File: config.mk
export PLATFORM = sky130hd
export DESIGN_NAME = alu_cmd_ctrl_flat
export DESIGN_NICKNAME = d
export VERILOG_FILES = /design/src/rtl/alu_cmd_ctrl_pkg.sv /design/src/rtl/alu_cmd_ctrl_if.sv /design/src/rtl/alu_cmd_ctrl.sv /design/src/flat_wrapper.sv
export SDC_FILE = /design/constraint.sdc
export NUM_CORES = 1
export LEC_CHECK = 0
export CORE_ASPECT_RATIO = 1.75
export CORE_MARGIN = 4
export CORE_UTILIZATION = 45
export DETAILED_ROUTE_END_ITERATION = 10
export HOLD_SLACK_MARGIN = 0.15
export PLACE_DENSITY = 0.75
export RECOVER_POWER = 25
export SLEW_MARGIN = 25
export SYNTH_ARGS = -nofsm -noshare
export SYNTH_HDL_FRONTEND = slang
export SYNTH_SLANG_ARGS = --single-unit
File: constraint.sdc
create_clock -name CLK -period 1.9 [get_ports CLK]
set_clock_uncertainty 0.1 [all_clocks]
set_input_delay 0.57 -clock CLK [delete_from_list [all_inputs] [get_ports CLK]]
set_output_delay 0.57 -clock CLK [all_outputs]
set_load 0.005 [all_outputs]
File: src/rtl/alu_cmd_ctrl_pkg.sv
// Shared constants, state encoding and payload types for the ALU command controller.
package alu_cmd_ctrl_pkg;

  localparam int unsigned DATA_WIDTH     = 8;
  localparam int unsigned ALU_FUNC_WIDTH = 4;
  localparam int unsigned ALU_OUT_WIDTH  = 2 * DATA_WIDTH;

  localparam logic [DATA_WIDTH-1:0] CMD_OPR  = 8'hCC;
  localparam logic [DATA_WIDTH-1:0] CMD_NOPR = 8'hDD;

  typedef enum logic [3:0] {
    ST_IDLE     = 4'd0,
    ST_GET_A    = 4'd1,
    ST_GET_B    = 4'd2,
    ST_GET_FUNC = 4'd3,
    ST_ALU_RUN  = 4'd4,
    ST_WAIT_RES = 4'd5,
    ST_SEND_LO  = 4'd6,
    ST_WAIT_LO  = 4'd7,
    ST_SEND_HI  = 4'd8,
    ST_WAIT_HI  = 4'd9
  } state_e;

  typedef enum logic [ALU_FUNC_WIDTH-1:0] {
    FN_ADD    = 4'd0,
    FN_SUB    = 4'd1,
    FN_MUL    = 4'd2,
    FN_DIV    = 4'd3,
    FN_AND    = 4'd4,
    FN_OR     = 4'd5,
    FN_NAND   = 4'd6,
    FN_NOR    = 4'd7,
    FN_XOR    = 4'd8,
    FN_XNOR   = 4'd9,
    FN_CMP_EQ = 4'd10,
    FN_CMP_GT = 4'd11,
    FN_CMP_LT = 4'd12,
    FN_SHR    = 4'd13,
    FN_SHL    = 4'd14
  } alu_func_e;

  // ALU result split into the two bytes sent to the transmitter.
  typedef struct packed {
    logic [DATA_WIDTH-1:0] hi;
    logic [DATA_WIDTH-1:0] lo;
  } alu_res_t;

  // States in which an incoming RX byte is consumed rather than dropped.
  function automatic logic rx_accepting(state_e s);
    return (s == ST_IDLE) || (s == ST_GET_A) || (s == ST_GET_B) || (s == ST_GET_FUNC);
  endfunction

endpackage

File: src/rtl/alu_cmd_ctrl_if.sv
// Bundle of the UART RX/TX and ALU-side signals seen by the command controller.
interface alu_cmd_ctrl_if;
  import alu_cmd_ctrl_pkg::*;

  logic [DATA_WIDTH-1:0]     RX_P_DATA;
  logic                      RX_D_VLD;
  logic [ALU_OUT_WIDTH-1:0]  ALU_OUT;
  logic                      OUT_VALID;
  logic                      TX_BUSY;
  logic [DATA_WIDTH-1:0]     ALU_A;
  logic [DATA_WIDTH-1:0]     ALU_B;
  logic [ALU_FUNC_WIDTH-1:0] ALU_FUNC;
  logic                      ALU_EN;
  logic [DATA_WIDTH-1:0]     TX_P_DATA;
  logic                      TX_D_VLD;
  logic                      RX_DROP;

  // Controller side.
  modport master (
    input  RX_P_DATA, RX_D_VLD, ALU_OUT, OUT_VALID, TX_BUSY,
    output ALU_A, ALU_B, ALU_FUNC, ALU_EN, TX_P_DATA, TX_D_VLD, RX_DROP
  );

  // Environment side (UART + ALU).
  modport slave (
    output RX_P_DATA, RX_D_VLD, ALU_OUT, OUT_VALID, TX_BUSY,
    input  ALU_A, ALU_B, ALU_FUNC, ALU_EN, TX_P_DATA, TX_D_VLD, RX_DROP
  );
endinterface

File: src/rtl/alu_cmd_ctrl.sv
// Parses CC/DD command frames from UART RX, fires the ALU, and returns the result low byte first.
module alu_cmd_ctrl
  import alu_cmd_ctrl_pkg::*;
(
  input  logic          CLK,
  input  logic          RST,
  alu_cmd_ctrl_if.master bus
);

  state_e                    state_q, state_d;
  logic                      busy_seen_q, busy_seen_d;
  logic [DATA_WIDTH-1:0]     alu_a_q, alu_a_d;
  logic [DATA_WIDTH-1:0]     alu_b_q, alu_b_d;
  logic [ALU_FUNC_WIDTH-1:0] alu_func_q, alu_func_d;
  alu_res_t                  res_q, res_d;
  logic [DATA_WIDTH-1:0]     tx_data_q, tx_data_d;
  logic                      alu_en_q, alu_en_d;
  logic                      tx_vld_q, tx_vld_d;
  logic                      rx_drop_q, rx_drop_d;
  logic                      tx_fire;

  // All state and registered outputs; reset clears everything, aborting any frame in flight.
  always_ff @(posedge CLK or negedge RST) begin
    if (!RST) begin
      state_q     <= ST_IDLE;
      busy_seen_q <= 1'b0;
      alu_a_q     <= '0;
      alu_b_q     <= '0;
      alu_func_q  <= '0;
      res_q       <= '0;
      tx_data_q   <= '0;
      alu_en_q    <= 1'b0;
      tx_vld_q    <= 1'b0;
      rx_drop_q   <= 1'b0;
    end else begin
      state_q     <= state_d;
      busy_seen_q <= busy_seen_d;
      alu_a_q     <= alu_a_d;
      alu_b_q     <= alu_b_d;
      alu_func_q  <= alu_func_d;
      res_q       <= res_d;
      tx_data_q   <= tx_data_d;
      alu_en_q    <= alu_en_d;
      tx_vld_q    <= tx_vld_d;
      rx_drop_q   <= rx_drop_d;
    end
  end

  // Next-state logic; WAIT_* track a full busy rise/fall of the transmitter before moving on.
  always_comb begin
    state_d     = state_q;
    busy_seen_d = busy_seen_q;
    case (state_q)
      ST_IDLE: begin
        if (bus.RX_D_VLD) begin
          if (bus.RX_P_DATA == CMD_OPR)       state_d = ST_GET_A;
          else if (bus.RX_P_DATA == CMD_NOPR) state_d = ST_GET_FUNC;
        end
      end
      ST_GET_A:    if (bus.RX_D_VLD) state_d = ST_GET_B;
      ST_GET_B:    if (bus.RX_D_VLD) state_d = ST_GET_FUNC;
      ST_GET_FUNC: if (bus.RX_D_VLD) state_d = ST_ALU_RUN;
      ST_ALU_RUN:  state_d = ST_WAIT_RES;
      ST_WAIT_RES: if (bus.OUT_VALID) state_d = ST_SEND_LO;
      ST_SEND_LO:  if (!bus.TX_BUSY) state_d = ST_WAIT_LO;
      ST_SEND_HI:  if (!bus.TX_BUSY) state_d = ST_WAIT_HI;
      ST_WAIT_LO, ST_WAIT_HI: begin
        if (!busy_seen_q) begin
          if (bus.TX_BUSY) busy_seen_d = 1'b1;
        end else if (!bus.TX_BUSY) begin
          busy_seen_d = 1'b0;
          state_d     = (state_q == ST_WAIT_LO) ? ST_SEND_HI : ST_IDLE;
        end
      end
      default: state_d = ST_IDLE;
    endcase
  end

  assign tx_fire = ((state_q == ST_SEND_LO) || (state_q == ST_SEND_HI)) && !bus.TX_BUSY;

  // Output/datapath logic; operands and result hold between frames so DD can reuse A/B.
  always_comb begin
    alu_a_d    = alu_a_q;
    alu_b_d    = alu_b_q;
    alu_func_d = alu_func_q;
    res_d      = res_q;
    tx_data_d  = tx_data_q;
    alu_en_d   = (state_d == ST_ALU_RUN);
    tx_vld_d   = tx_fire;
    rx_drop_d  = bus.RX_D_VLD && !rx_accepting(state_q);
    if (bus.RX_D_VLD && (state_q == ST_GET_A))    alu_a_d    = bus.RX_P_DATA;
    if (bus.RX_D_VLD && (state_q == ST_GET_B))    alu_b_d    = bus.RX_P_DATA;
    if (bus.RX_D_VLD && (state_q == ST_GET_FUNC)) alu_func_d = bus.RX_P_DATA[ALU_FUNC_WIDTH-1:0];
    if (bus.OUT_VALID && (state_q == ST_WAIT_RES)) res_d     = alu_res_t'(bus.ALU_OUT);
    if (tx_fire) tx_data_d = (state_q == ST_SEND_LO) ? res_q.lo : res_q.hi;
  end

  assign bus.ALU_A     = alu_a_q;
  assign bus.ALU_B     = alu_b_q;
  assign bus.ALU_FUNC  = alu_func_q;
  assign bus.ALU_EN    = alu_en_q;
  assign bus.TX_P_DATA = tx_data_q;
  assign bus.TX_D_VLD  = tx_vld_q;
  assign bus.RX_DROP   = rx_drop_q;

endmodule

File: src/flat_wrapper.sv
// flat-port wrapper written by rule: the top's interface ports become plain ports
module alu_cmd_ctrl_flat import alu_cmd_ctrl_pkg::*;
  (CLK, RST, bus_RX_P_DATA, bus_RX_D_VLD, bus_ALU_OUT, bus_OUT_VALID, bus_TX_BUSY, bus_ALU_A, bus_ALU_B, bus_ALU_FUNC, bus_ALU_EN, bus_TX_P_DATA, bus_TX_D_VLD, bus_RX_DROP);
  alu_cmd_ctrl_if bus_i ();
  input  logic CLK;
  input  logic RST;
  input wire logic [$bits(bus_i.RX_P_DATA)-1:0] bus_RX_P_DATA;
  input wire logic [$bits(bus_i.RX_D_VLD)-1:0] bus_RX_D_VLD;
  input wire logic [$bits(bus_i.ALU_OUT)-1:0] bus_ALU_OUT;
  input wire logic [$bits(bus_i.OUT_VALID)-1:0] bus_OUT_VALID;
  input wire logic [$bits(bus_i.TX_BUSY)-1:0] bus_TX_BUSY;
  output wire logic [$bits(bus_i.ALU_A)-1:0] bus_ALU_A;
  output wire logic [$bits(bus_i.ALU_B)-1:0] bus_ALU_B;
  output wire logic [$bits(bus_i.ALU_FUNC)-1:0] bus_ALU_FUNC;
  output wire logic [$bits(bus_i.ALU_EN)-1:0] bus_ALU_EN;
  output wire logic [$bits(bus_i.TX_P_DATA)-1:0] bus_TX_P_DATA;
  output wire logic [$bits(bus_i.TX_D_VLD)-1:0] bus_TX_D_VLD;
  output wire logic [$bits(bus_i.RX_DROP)-1:0] bus_RX_DROP;
  assign bus_i.RX_P_DATA = bus_RX_P_DATA;
  assign bus_i.RX_D_VLD = bus_RX_D_VLD;
  assign bus_i.ALU_OUT = bus_ALU_OUT;
  assign bus_i.OUT_VALID = bus_OUT_VALID;
  assign bus_i.TX_BUSY = bus_TX_BUSY;
  assign bus_ALU_A = bus_i.ALU_A;
  assign bus_ALU_B = bus_i.ALU_B;
  assign bus_ALU_FUNC = bus_i.ALU_FUNC;
  assign bus_ALU_EN = bus_i.ALU_EN;
  assign bus_TX_P_DATA = bus_i.TX_P_DATA;
  assign bus_TX_D_VLD = bus_i.TX_D_VLD;
  assign bus_RX_DROP = bus_i.RX_DROP;
  alu_cmd_ctrl u_core (.CLK(CLK), .RST(RST), .bus(bus_i));
endmodule
== Word-level counts from Yosys, hierarchy flattened ==
Index checks and enable logic that the tools add are counted.

* Multiplexer cells: 15
* Reduce and logical (&&, ||, !) cells: 14
* Equality and inequality tests: 12

{| class="wikitable"
|+ Operator list
! kind !! count
|-
| $mux 4 || 12
|-
| $pmux 4 s9 || 1
|-
| $eq 4x3->1 const B || 5
|-
| $eq 8x8->1 const B || 2
|-
| $eq 4x2->1 const B || 2
|-
| $eq 4x4->1 const B || 2
|-
| $mux 8 || 1
|-
| $logic_and 1x1->1 || 6
|-
| $eq 4x1->1 const B || 1
|-
| $logic_not 4->1 || 1
|-
| $logic_or 1x1->1 || 4
|-
| $logic_not 1->1 || 2
|-
| $reduce_or 2->1 || 1
|-
| $mux 1 || 1
|}

* Register bits after elaboration: 52
* Input bits: 29
* Logic and storage cells: 52

== Longest topological paths before layout ==
Gate-level depths: netlist of run 1.

* Word-level depth: 6
* Depth in mapped cells: 6

== Least setup slack after synthesis of run 1 ==
No wires, ideal clock.

* Path type: input -> register
* From: input port bus_RX_D_VLD
* To: register u_core.alu_func_q[0] (netlist: u_core.bus.ALU_FUNC[0])
* Path slack: 0.157 ns
* Stages on the path: 4
* Setup time: 0.125 ns
* Required time: 1.675 ns
* Arrival time: 1.518 ns
* Path through: nor3b_1 -> and3_1 -> clkbuf_2 -> mux2_2

* Word-level cells in the longest chain between the ends: 1

{| class="wikitable"
|+ RTL lines
! what !! RTL line !! text
|-
| from (decl) || flat_wrapper.sv:8 || <nowiki>input wire logic [$bits(bus_i.RX_D_VLD)-1:0] bus_RX_D_VLD;</nowiki>
|-
| $logic_and 1x1->1 || alu_cmd_ctrl.sv:93 || <nowiki>if (bus.RX_D_VLD && (state_q == ST_GET_FUNC)) alu_func_d = bus.RX_P_DATA[ALU_FUNC_WIDTH-1:0];</nowiki>
|-
| to (signal assigned) || alu_cmd_ctrl.sv:40 || <nowiki>alu_func_q <= alu_func_d;</nowiki>
|-
| to (decl) || alu_cmd_ctrl.sv:14 || <nowiki>logic [ALU_FUNC_WIDTH-1:0] alu_func_q, alu_func_d;</nowiki>
|}

No other way between the ends.
A chain may end at the register's enable or synchronous reset.

== Worst setup path after layout of run 1 ==
* From: register u_core.alu_b_q[1] (netlist: u_core.bus.ALU_B[1])
* To: output port bus_ALU_B[1]

{| class="wikitable"
|+ RTL lines
! what !! RTL line !! text
|-
| from (decl) || alu_cmd_ctrl.sv:13 || <nowiki>logic [DATA_WIDTH-1:0] alu_b_q, alu_b_d;</nowiki>
|-
| from (signal assigned) || alu_cmd_ctrl.sv:39 || <nowiki>alu_b_q <= alu_b_d;</nowiki>
|-
| to (decl) || flat_wrapper.sv:13 || <nowiki>output wire logic [$bits(bus_i.ALU_B)-1:0] bus_ALU_B;</nowiki>
|}

No word-level cell between the ends.

==> results.ini, run 1 <==
[run_status]
outcome=completed

[critical_path]
worstPathRequired_ns=1.23
cp_max_fo=2
path_buf_inv=1
crit_chain=clkdlybuf4s50_1
critPathTopFamily=buffers and inverters
critPathMaxStageDelay_ns=0.52
endpoint_kind=primary output
crit_path_start_kind=register
arrival_ns=1.17
crit_slowest_cell=clkdlybuf4s50_1
critical_path_class=register to primary output

[clocking]
worstSkewPairLatency_ns=0.30
cts_buffer_depth=2
cts_root_buf=clkbuf_8
numCtsBuffers=5
htree_levels=2
cts_tree=yes
clock_sinks=52
clkSlewWorstSetupHoldPaths_ns=0.09

[logic_synthesis]
syn_area_um2=2210
syn_inst=162
synth_warnings=0
synth-seq-area-share_pct=58.8
synth_seq_cells=52
synthTopCellsByArea=dfrtp_1, mux2_2, mux2i_1
syn_area_per_cell_um2=13.7
synth_nets=191
yosysUniqueCellTypes=37
yosysTopAreaCell=dfrtp_1
synth_top_area_share_pct=58.8

[grt]
grt_pass1_wl_mm=7.33
antenna_found_initial=0
grt_use_total_pct=16.1
grt-ovfl-total=0
grt_pass1_vias=1585
grt_max_degree=18

[die]
die_w_um=61
core-area_um2=4710
ioPinCount=60
start_util_pct=47.0
die_area_um2=6150
core.rowCount=33
die_h_um=101

[cells_and_area]
mostFrequentLayoutCell=clkdlybuf4s50_1
mostFrequentLayoutCells=clkdlybuf4s50_1, dfrtp_1, mux2_2, buf_4, nand2_1
nFillCells=367
drive_above_1_share_pct=28.3
antenna_cells=0
final_cells=292
fin_util_pct=65.6
syn2layout_area_growth_pct=39.6
fin_nets=268

[timing]
finalSetupViolCount=0
slew_viol_final=0
slew_headroom_pct=71.8
hold_viol=0
worst_pin_slew_ns=0.422
finalCriticalPeriod_ns=1.84
worst_slack_ns=0.0561
fmax_mhz=542
fin_crit_sh_pct=97.0
fin_tns_setup_ns=0
rsz0062_at_grt=no

[place]
pre_cts_ws_ns=-0.409
dpl.cell_count=282
port_buffers=59
place.gp.congestion=0.833
hpwlAfterDp_mm=3.46

[pwr]
power_frac_seq_pct=42.5
p_leak_nw=1.37
ir_drop_v=0.000972
p_sw_share_pct=28.4
power_mw=4.46
power.internal_mw=3.19
power_density_nw_per_um2=1440
p_comb_share_pct=41.1
clkPwrFrac_pct=16.4
p_sw_mw=1.26

[drt]
num_vias=1521
wl_per_cell_um=15.6
firstDrtPassIters=4
drtAntennaViolNets=0
drc=0
wl_mm=4.55
drt-vias-per-instance=5.21
initialDrtViolationCount=40

[worst_hold_path]
hp-class=register to register

[flow_run]
maxCapViolCount=0

==> worst paths after layout <==
check                           cells after the start  slack [ns]                                   to                                start
min in group asynchronous                           2        0.61      u_core.bus.ALU_A[1]$_DFFE_PN0P_                                  RST
worst min register to register                      2        0.39  u_core.bus.TX_P_DATA[1]$_DFFE_PN0P_  u_core.bus.TX_P_DATA[1]$_DFFE_PN0P_
max in group asynchronous                           3        0.36      u_core.bus.ALU_B[7]$_DFFE_PN0P_                                  RST
worst min-delay path                                2        0.39  u_core.bus.TX_P_DATA[1]$_DFFE_PN0P_  u_core.bus.TX_P_DATA[1]$_DFFE_PN0P_
worst max register to register                      4        0.16  u_core.bus.TX_P_DATA[6]$_DFFE_PN0P_          u_core.state_q[3]$_DFF_PN0_
worst max-delay path                                1        0.06                         bus_ALU_B[1]      u_core.bus.ALU_B[1]$_DFFE_PN0P_
==> per-stage QoR <==
step / hold slack [ns] / instance area, µm²
floorplan: 0.174 / 2210
global placement: 0.368 / 2970
detailed placement: 0.372 / 2970
CTS: 0.394 / 3090
global route: 0.428 / 3090
finish: 0.388 / 3090
==> state kept, by name, summed over array words and instances, names as in the netlist, 4 cells and up <==
name and cells:
u_core.res_q 16, u_core.bus.ALU_A 8, u_core.bus.ALU_B 8, u_core.bus.TX_P_DATA 8, u_core.bus.ALU_FUNC 4, u_core.state_q 4
==> metal layers <==
metal / global-route usage [%] / up-vias / routed length [µm]
li1: - / 727 / -
met1: 17.7 / 733 / 1680
met2: 29.7 / 55 / 2490
met3: 3.33 / 6 / 325
met4: 5.01 / 0 / 62
met5: 0 / - / 0
==> worst reg2reg max path, delay by kind of cell (launching register included) <==
kind	cells	cell delay, ns
AO/OA/AOI/OAI	2	0.51
flip-flops	1	0.49
AND/OR/NAND/NOR	2	0.54
==> synthesized netlist by cell type <==
master / number
nand3_2: 1
buf_2: 1
nand4b_1: 1
buf_8: 1
o21ai_1: 7
and2b_2: 1
o2111ai_1: 1
clkbuf_2: 1
nor3b_1: 1
xor2_1: 1
o21a_1: 1
nor2_1: 2
nand3_1: 2
and2_1: 1
clkbuf_1: 1
buf_6: 1
and3b_1: 2
nor3_1: 2
or3b_1: 1
a22oi_1: 1
nand2_1: 13
a32oi_1: 1
nand3b_1: 3
dfrtp_1: 52
and3_1: 1
a211oi_1: 2
nor2b_1: 2
o21ai_2: 1
inv_1: 3
o221ai_1: 2
mux2i_1: 9
nand2_2: 1
buf_4: 2
nand2b_1: 1
a211o_4: 1
o21ai_0: 1
mux2_2: 37
==> cell type report <==
cell class / instances / area [µm²] / share of cell area, %
timing repair buffer: 77 / 753 / 24.4
clock inverter: 2 / 35.0 / 1.13
tap: 52 / 65.1 / 2.11
clock buffer: 6 / 72.6 / 2.35
multi-input combinational: 100 / 850 / 27.5
sequential: 52 / 1300 / 42.1
inverter: 3 / 11.3 / 0.365
==> repair_timing <==
action	4_1_cts	5_1_grt
resized for setup	3	3
hold endpoints to repair	14	0
hold buffers	1	0
setup buffers	0	1
setup endpoints to repair	5	16
==> power groups by stage <==
stage	clock network (mW)	logic [mW]	registers, mW
after floorplan	0	0.941	1.88
after global placement	0	1.80	1.90
after detailed placement	0	1.85	1.92
after CTS	0.764	1.86	1.90
after global routing	0.801	2.02	1.96
final	0.733	1.83	1.89
==> kinds of logic (layout without fill, tap and decap cells) <==
logic type / after synthesis / after routing / synth area share [%]
AO/OA/AOI/OAI: 18 / 18 / 5.94
XOR/XNOR: 1 / 1 / 0.396
buffers and inverters: 10 / 88 / 3.00
flip-flops: 52 / 52 / 58.8
multiplexers: 46 / 46 / 22.9
AND/OR/NAND/NOR: 35 / 35 / 8.94
(Power assumes the default switching activity.)
==> inputs of run 2 (changes only) <==
--- a/config.mk
+++ b/config.mk
@@ -9,8 +9,8 @@
 export CORE_MARGIN = 4
 export CORE_UTILIZATION = 45
 export DETAILED_ROUTE_END_ITERATION = 10
+export DONT_BUFFER_PORTS = 1
 export HOLD_SLACK_MARGIN = 0.15
-export PLACE_DENSITY = 0.75
 export RECOVER_POWER = 25
 export SLEW_MARGIN = 25
 export SYNTH_ARGS = -nofsm -noshare
==> run 2 against run 1 <==
Critical endpoint is now u_core.bus.TX_P_DATA[1]$_DFFE_PN0P_; the run now ends with hold timing left; hold slack worse by 0.53 ns; final cell count shrank 25%; wire length decreased by 14%; utilization fell by 16 points; global-route usage down 2.1 points; maximum frequency rose by 4.4%; clock power fell by 13%; total power fell by 19%.
==> results.ini, run 2 (synthesis results as in run 1) <==
[clocking]
worstSkewPairLatency_ns=0.29  ; was 0.30 ns
cts_buffer_depth=2  ; unchanged
clock_sinks=52  ; unchanged
cts_root_buf=clkbuf_8  ; unchanged
post-cts-setup-buffer-count=0  ; unchanged
clkSlewWorstSetupHoldPaths_ns=0.09  ; about the same
numCtsBuffers=5  ; unchanged
cts_tree=yes  ; unchanged
htree_levels=2  ; unchanged

[timing]
slew_viol_final=0  ; unchanged
finalHoldWorstSlack_ns=-0.139  ; was 0.388 ns
fin_crit_sh_pct=93.0  ; was 97.0%
fin_tns_setup_ns=0  ; unchanged
fmax_mhz=566  ; was 542 MHz
rsz0062_at_grt=no  ; unchanged
worst_slack_ns=0.133  ; was 0.0561 ns
finalCriticalPeriod_ns=1.77  ; was 1.84 ns
worst_pin_slew_ns=0.405  ; was 0.422 ns
finalSetupViolCount=0  ; unchanged
slew_headroom_pct=73.0  ; was 71.8%
hold_viol=52  ; was 0

[place]
place.gp.congestion=0.789  ; was 0.833
placed_area_um2=2240  ; was 2970 µm²
pre_cts_ws_ns=-0.000130  ; was -0.409 ns
hpwlAfterDp_mm=2.96  ; was 3.46 mm
port_buffers=0  ; was 59
dpl.cell_count=210  ; was 282

[drt]
initialDrtViolationCount=24  ; was 40
firstDrtPassIters=4  ; unchanged
num_vias=1260  ; was 1521
drtAntennaViolNets=0  ; unchanged
wl_per_cell_um=17.9  ; was 15.6 µm
wl_mm=3.91  ; was 4.55 mm
drc=0  ; unchanged
drt-vias-per-instance=5.78  ; was 5.21

[critical_path]
rr_startpoint=u_core.state_q[2]$_DFF_PN0_  ; was u_core.state_q[3]$_DFF_PN0_
rrSetupSlack_ns=0.13  ; was 0.16 ns
endpoint_kind=register  ; was primary output
ff2ff_path_depth=4  ; unchanged
r2r_end=u_core.bus.TX_P_DATA[1]$_DFFE_PN0P_  ; was u_core.bus.TX_P_DATA[6]$_DFFE_PN0P_
cp_max_fo=17  ; was 2
worstPathRequired_ns=1.99  ; was 1.23 ns
crit_path_start_kind=register  ; unchanged
arrival_ns=1.86  ; was 1.17 ns
critical_path_class=register to register  ; was register to primary output

[pwr]
ir_drop_v=0.000904  ; was 0.000972 V
power_mw=3.63  ; was 4.46 mW
power_density_nw_per_um2=1550  ; was 1440 nW/µm²
p_leak_nw=1.03  ; was 1.37 nW

[cells_and_area]
final_cells=218  ; was 292
finalInstanceArea_um2=2340  ; was 3090 µm²
fin_nets=194  ; was 268
syn2layout_area_growth_pct=5.94  ; was 39.6%
drive_above_1_share_pct=31.9  ; was 28.3%
final-seq-area_um2=1300  ; unchanged
regMostFlops=u_core.res_q  ; unchanged
largest_reg_flops=16  ; unchanged
antenna_cells=0  ; unchanged
nFillCells=442  ; was 367
mostFrequentLayoutCells=dfrtp_1, mux2_2, nand2_1, mux2i_1, o21ai_1  ; was clkdlybuf4s50_1, dfrtp_1, mux2_2, buf_4, nand2_1
multi_input_area_um2=850  ; unchanged
mostFrequentLayoutCell=dfrtp_1  ; was clkdlybuf4s50_1

[die]
die_area_um2=6150  ; unchanged
core.rowCount=33  ; unchanged
die_h_um=101  ; unchanged
core-area_um2=4710  ; unchanged
start_util_pct=47.0  ; unchanged
ioPinCount=60  ; unchanged
die_w_um=61  ; unchanged

[worst_hold_path]
hp-class=input pin to async pin  ; was register to register

[run_status]
violations=hold timing
outcome=complete, but fails checks  ; was completed

[grt]
grt-ovfl-total=0  ; unchanged
grt_max_degree=53  ; was 18
grt_pass1_vias=1390  ; was 1585
antenna_found_initial=0  ; unchanged
grt_pass1_wl_mm=6.44  ; was 7.33 mm
grt_use_total_pct=14.0  ; was 16.1%

[flow_run]
maxCapViolCount=0  ; unchanged

[run 2: layout make-up]
class | instances | area share [%]
repair buffers | 3 | 0.961
clock inverters | 1 | 0.320
clock buffers | 7 | 3.68
inverters | 3 | 0.481
well taps | 52 | 2.78
multi-input cells | 100 | 36.3
flip-flops and latches | 52 | 55.5
[run 2: timing repair]
| action | 4_1_cts | 5_1_grt |
|---|---|---|
| endpoints found under the hold margin | 52 | 52 |
| resized for setup | 0 | 1 |
| setup endpoints to repair | 0 | 20 |
[run 2: how the worst max path moves through the flow]
stage / from / end
floorplan: bus_RX_D_VLD / u_core.bus.ALU_FUNC[0]$_DFFE_PN0P_
global placement: bus_RX_D_VLD / u_core.bus.ALU_B[4]$_DFFE_PN0P_
detailed placement: bus_RX_D_VLD / u_core.bus.ALU_B[0]$_DFFE_PN0P_
CTS: u_core.state_q[3]$_DFF_PN0_ / u_core.bus.ALU_B[4]$_DFFE_PN0P_
global route: u_core.state_q[3]$_DFF_PN0_ / u_core.bus.ALU_B[3]$_DFFE_PN0P_
finish: u_core.state_q[2]$_DFF_PN0_ / u_core.bus.TX_P_DATA[1]$_DFFE_PN0P_
[run 2: stage by stage]
stage	hold WS (ns)	utilization (%)
4_1_cts	-0.157	49.7
3_3_place_gp	0.176	47.7
6_report	-0.139	49.8
2_1_floorplan	0.174	-
5_1_grt	-0.167	49.8
3_5_place_dp	0.176	47.7
[run 2: worst max-delay path, stage by stage, from the launching register on]
cell and delay (ns):
dfrtp_1 0.49, or3b_1 0.45, a211o_4 0.45, nand2_2 0.11
o21ai_2 0.06
[run 2: routing by layer]
metal | GRT usage (%) | share of wire, % | wire length (µm) | vias to the layer above
met5 | 0 | 0 | 0 | -
met4 | 7.01 | 2.1 | 82 | 0
met3 | 4.87 | 7.8 | 307 | 7
met2 | 25.0 | 57 | 2220 | 43
met1 | 13.5 | 33 | 1300 | 636
li1 | - | - | - | 574
[run 2: power by group]
part	leakage [nW]	total (mW)	switching, mW	internal [mW]
Clock	0.0445	0.635	0.339	0.296
Combinational	0.343	1.01	0.413	0.599
Sequential	0.642	1.98	0.369	1.61
Total	1.03	3.63	1.12	2.51
==> inputs of run 3 (changes only) <==
--- a/config.mk
+++ b/config.mk
@@ -7,10 +7,11 @@
 export LEC_CHECK = 0
 export CORE_ASPECT_RATIO = 1.75
 export CORE_MARGIN = 4
-export CORE_UTILIZATION = 45
+export CORE_UTILIZATION = 47
 export DETAILED_ROUTE_END_ITERATION = 10
 export DONT_BUFFER_PORTS = 1
 export HOLD_SLACK_MARGIN = 0.15
+export MAX_ROUTING_LAYER = met4
 export RECOVER_POWER = 25
 export SLEW_MARGIN = 25
 export SYNTH_ARGS = -nofsm -noshare
==> run 3 against run 2 <==
The run now ends clean; flip-flop and latch count unchanged; setup slack worse by 0.065 ns; sequential share of layout area down 0.93 points; die area down 3.8%; wire length is 3.1% higher; highest routed layer unchanged; largest cell class unchanged.
==> results.ini, run 3 (synthesis results as in run 1) <==
[run_status]
outcome=completed  ; was complete, but fails checks

[critical_path]
rrSetupSlack_ns=0.07  ; was 0.13 ns
crit_path_start_kind=register  ; unchanged
critical_path_class=register to register  ; unchanged
ff2ff_path_depth=3  ; was 4
critPathTopFamily=simple AND/OR/NAND/NOR gates  ; unchanged
crit_slowest_cell=dfrtp_1  ; unchanged
crit_chain=nor3b_1, and3_1, mux2_2  ; was or3b_1, a211o_4, nand2_2, o21ai_2
path_buf_inv=0  ; unchanged
cp_max_fo=8  ; was 17
critical_path_depth=3  ; was 4
critPathMaxStageDelay_ns=0.47  ; was 0.49 ns
endpoint_kind=register  ; unchanged
arrival_ns=1.92  ; was 1.86 ns
worstPathRequired_ns=1.99  ; about the same

[cells_and_area]
largest_reg_flops=16  ; unchanged
fin_nets=198  ; was 194
regMostFlops=u_core.res_q  ; unchanged
drive_above_1_share_pct=32.4  ; was 31.9%
mostFrequentLayoutCell=dfrtp_1  ; unchanged
antenna_cells=0  ; unchanged
syn2layout_area_growth_pct=7.75  ; was 5.94%
final_cells=221  ; was 218
mostFrequentLayoutCells=dfrtp_1, mux2_2, nand2_1, mux2i_1, o21ai_1  ; unchanged

[drt]
drtAntennaViolNets=0  ; unchanged
drt-vias-per-instance=5.74  ; was 5.78
drc=0  ; unchanged
wl_met1_mm=1.40  ; was 1.30 mm
met2WireLength_mm=2.31  ; was 2.22 mm
wl_per_cell_um=18.2  ; was 17.9 µm
initialDrtViolationCount=27  ; was 24
num_vias=1269  ; was 1260
wl_met3_um=266  ; was 307 µm
firstDrtPassIters=3  ; was 4
wl_mm=4.03  ; was 3.91 mm
highest_layer=met4  ; unchanged

[die]
die_area_um2=5910  ; was 6150 µm²
core-area_um2=4480  ; was 4710 µm²
die_h_um=98.8  ; was 101 µm
ioPinCount=60  ; unchanged
core.rowCount=32  ; was 33
start_util_pct=49.3  ; was 47.0%
die_w_um=59.9  ; was 61 µm

[clocking]
cts_root_buf=clkbuf_8  ; unchanged
numCtsBuffers=5  ; unchanged
clkSlewWorstSetupHoldPaths_ns=0.09  ; about the same
cts_tree=yes  ; unchanged
cts_buffer_depth=2  ; unchanged
clock_sinks=52  ; unchanged
worstSkewPairLatency_ns=0.30  ; was 0.29 ns
htree_levels=2  ; unchanged

[flow_run]
maxCapViolCount=0  ; unchanged

[place]
hpwlAfterDp_mm=2.98  ; was 2.96 mm
pre_cts_ws_ns=0.0261  ; was -0.000130 ns
place.gp.congestion=0.874  ; was 0.789
dpl.cell_count=210  ; unchanged
port_buffers=0  ; unchanged

[worst_hold_path]
hp-class=input pin to register  ; was input pin to async pin
whs_path_depth=1

[grt]
antenna_found_initial=0  ; unchanged
grt_max_degree=53  ; unchanged
grt_pass1_vias=1410  ; was 1390
grt_use_total_pct=15.1  ; was 14.0%
grt-ovfl-total=0  ; unchanged
grt_pass1_wl_mm=6.57  ; was 6.44 mm

[timing]
rsz0062_at_grt=no  ; unchanged
finalHoldWorstSlack_ns=0.287  ; was -0.139 ns
finalCriticalPeriod_ns=1.83  ; was 1.77 ns
slew_viol_final=0  ; unchanged
worst_slack_ns=0.0680  ; was 0.133 ns
fin_crit_sh_pct=96.4  ; was 93.0%
fin_tns_setup_ns=0  ; unchanged
fmax_mhz=546  ; was 566 MHz
worst_pin_slew_ns=0.687  ; was 0.405 ns
finalSetupViolCount=0  ; unchanged
hold_viol=0  ; was 52
slew_headroom_pct=54.2  ; was 73.0%

[pwr]
clkPwrFrac_pct=19.3  ; was 17.5%
power_frac_seq_pct=52.5  ; was 54.6%
power_density_nw_per_um2=1580  ; was 1550 nW/µm²
p_comb_share_pct=28.2  ; was 27.9%
ir_drop_v=0.000864  ; was 0.000904 V
power.internal_mw=2.62  ; was 2.51 mW
p_sw_mw=1.15  ; was 1.12 mW
p_leak_nw=1.05  ; was 1.03 nW
p_sw_share_pct=30.5  ; was 30.9%

==> run 3: area by class of cell <==
| class | count | area [µm²] |
|---|---|---|
| fillers | 400 | 2100 |
| flip-flops and latches | 52 | 1300 |
| multi-input cells | 100 | 845 |
| clock buffers | 6 | 72.6 |
| well taps | 51 | 63.8 |
| inverters | 3 | 11.3 |
| clock inverters | 2 | 35.0 |
| repair buffers | 7 | 55.1 |
==> run 3: per-stage QoR <==
| step | util, % | instance area (µm²) | power, mW |
|---|---|---|---|
| 5_1_grt | 53.2 | 2380 | 4.07 |
| 2_1_floorplan | - | 2210 | 2.83 |
| 4_1_cts | 52.6 | 2360 | 3.81 |
| 6_report | 53.2 | 2380 | 3.77 |
| 3_5_place_dp | 50.2 | 2250 | 3.07 |
| 3_3_place_gp | 50.2 | 2250 | 3.00 |
==> run 3: final timing paths <==
| check | from | endpoint |
|---|---|---|
| worst max-delay path | u_core.state_q[3]$_DFF_PN0_ | u_core.bus.ALU_FUNC[2]$_DFFE_PN0P_ |
| max in group asynchronous | RST | u_core.res_q[13]$_DFFE_PN0P_ |
| min in group asynchronous | RST | u_core.state_q[3]$_DFF_PN0_ |
| worst min register to register | u_core.res_q[5]$_DFFE_PN0P_ | u_core.res_q[5]$_DFFE_PN0P_ |
| worst max register to register | u_core.state_q[3]$_DFF_PN0_ | u_core.bus.ALU_FUNC[2]$_DFFE_PN0P_ |
| worst min-delay path | bus_RX_D_VLD | u_core.bus.RX_DROP$_DFF_PN0_ |
==> run 3: layer usage <==
layer	vias to the layer above	global-route usage, %
li1	581	-
met1	642	15.4
met2	41	26.3
met3	5	4.72
met4	0	5.12
met5	-	-
==> run 3: power by group through the flow <==
stage	Clock (mW)	Combinational (mW)	Sequential, mW
floorplan	0	0.941	1.88
global placement	0	1.00	2.00
detailed placement	0	1.05	2.02
CTS	0.761	1.05	2.00
global route	0.805	1.22	2.05
finish	0.728	1.06	1.98
==> run 3: worst reg2reg max path: cells and delay by family (launching register included) <==
kind	cells	cell delay, ns
flip-flops	1	0.47
multiplexers	1	0.37
AND/OR/NAND/NOR	2	0.78
==> run 3: what timing repair did <==
action                     in CTS  in global routing
hold endpoints to repair       52                 52
buffers inserted                0                  1
setup endpoints to repair       0                  6
resized for setup               0                  0
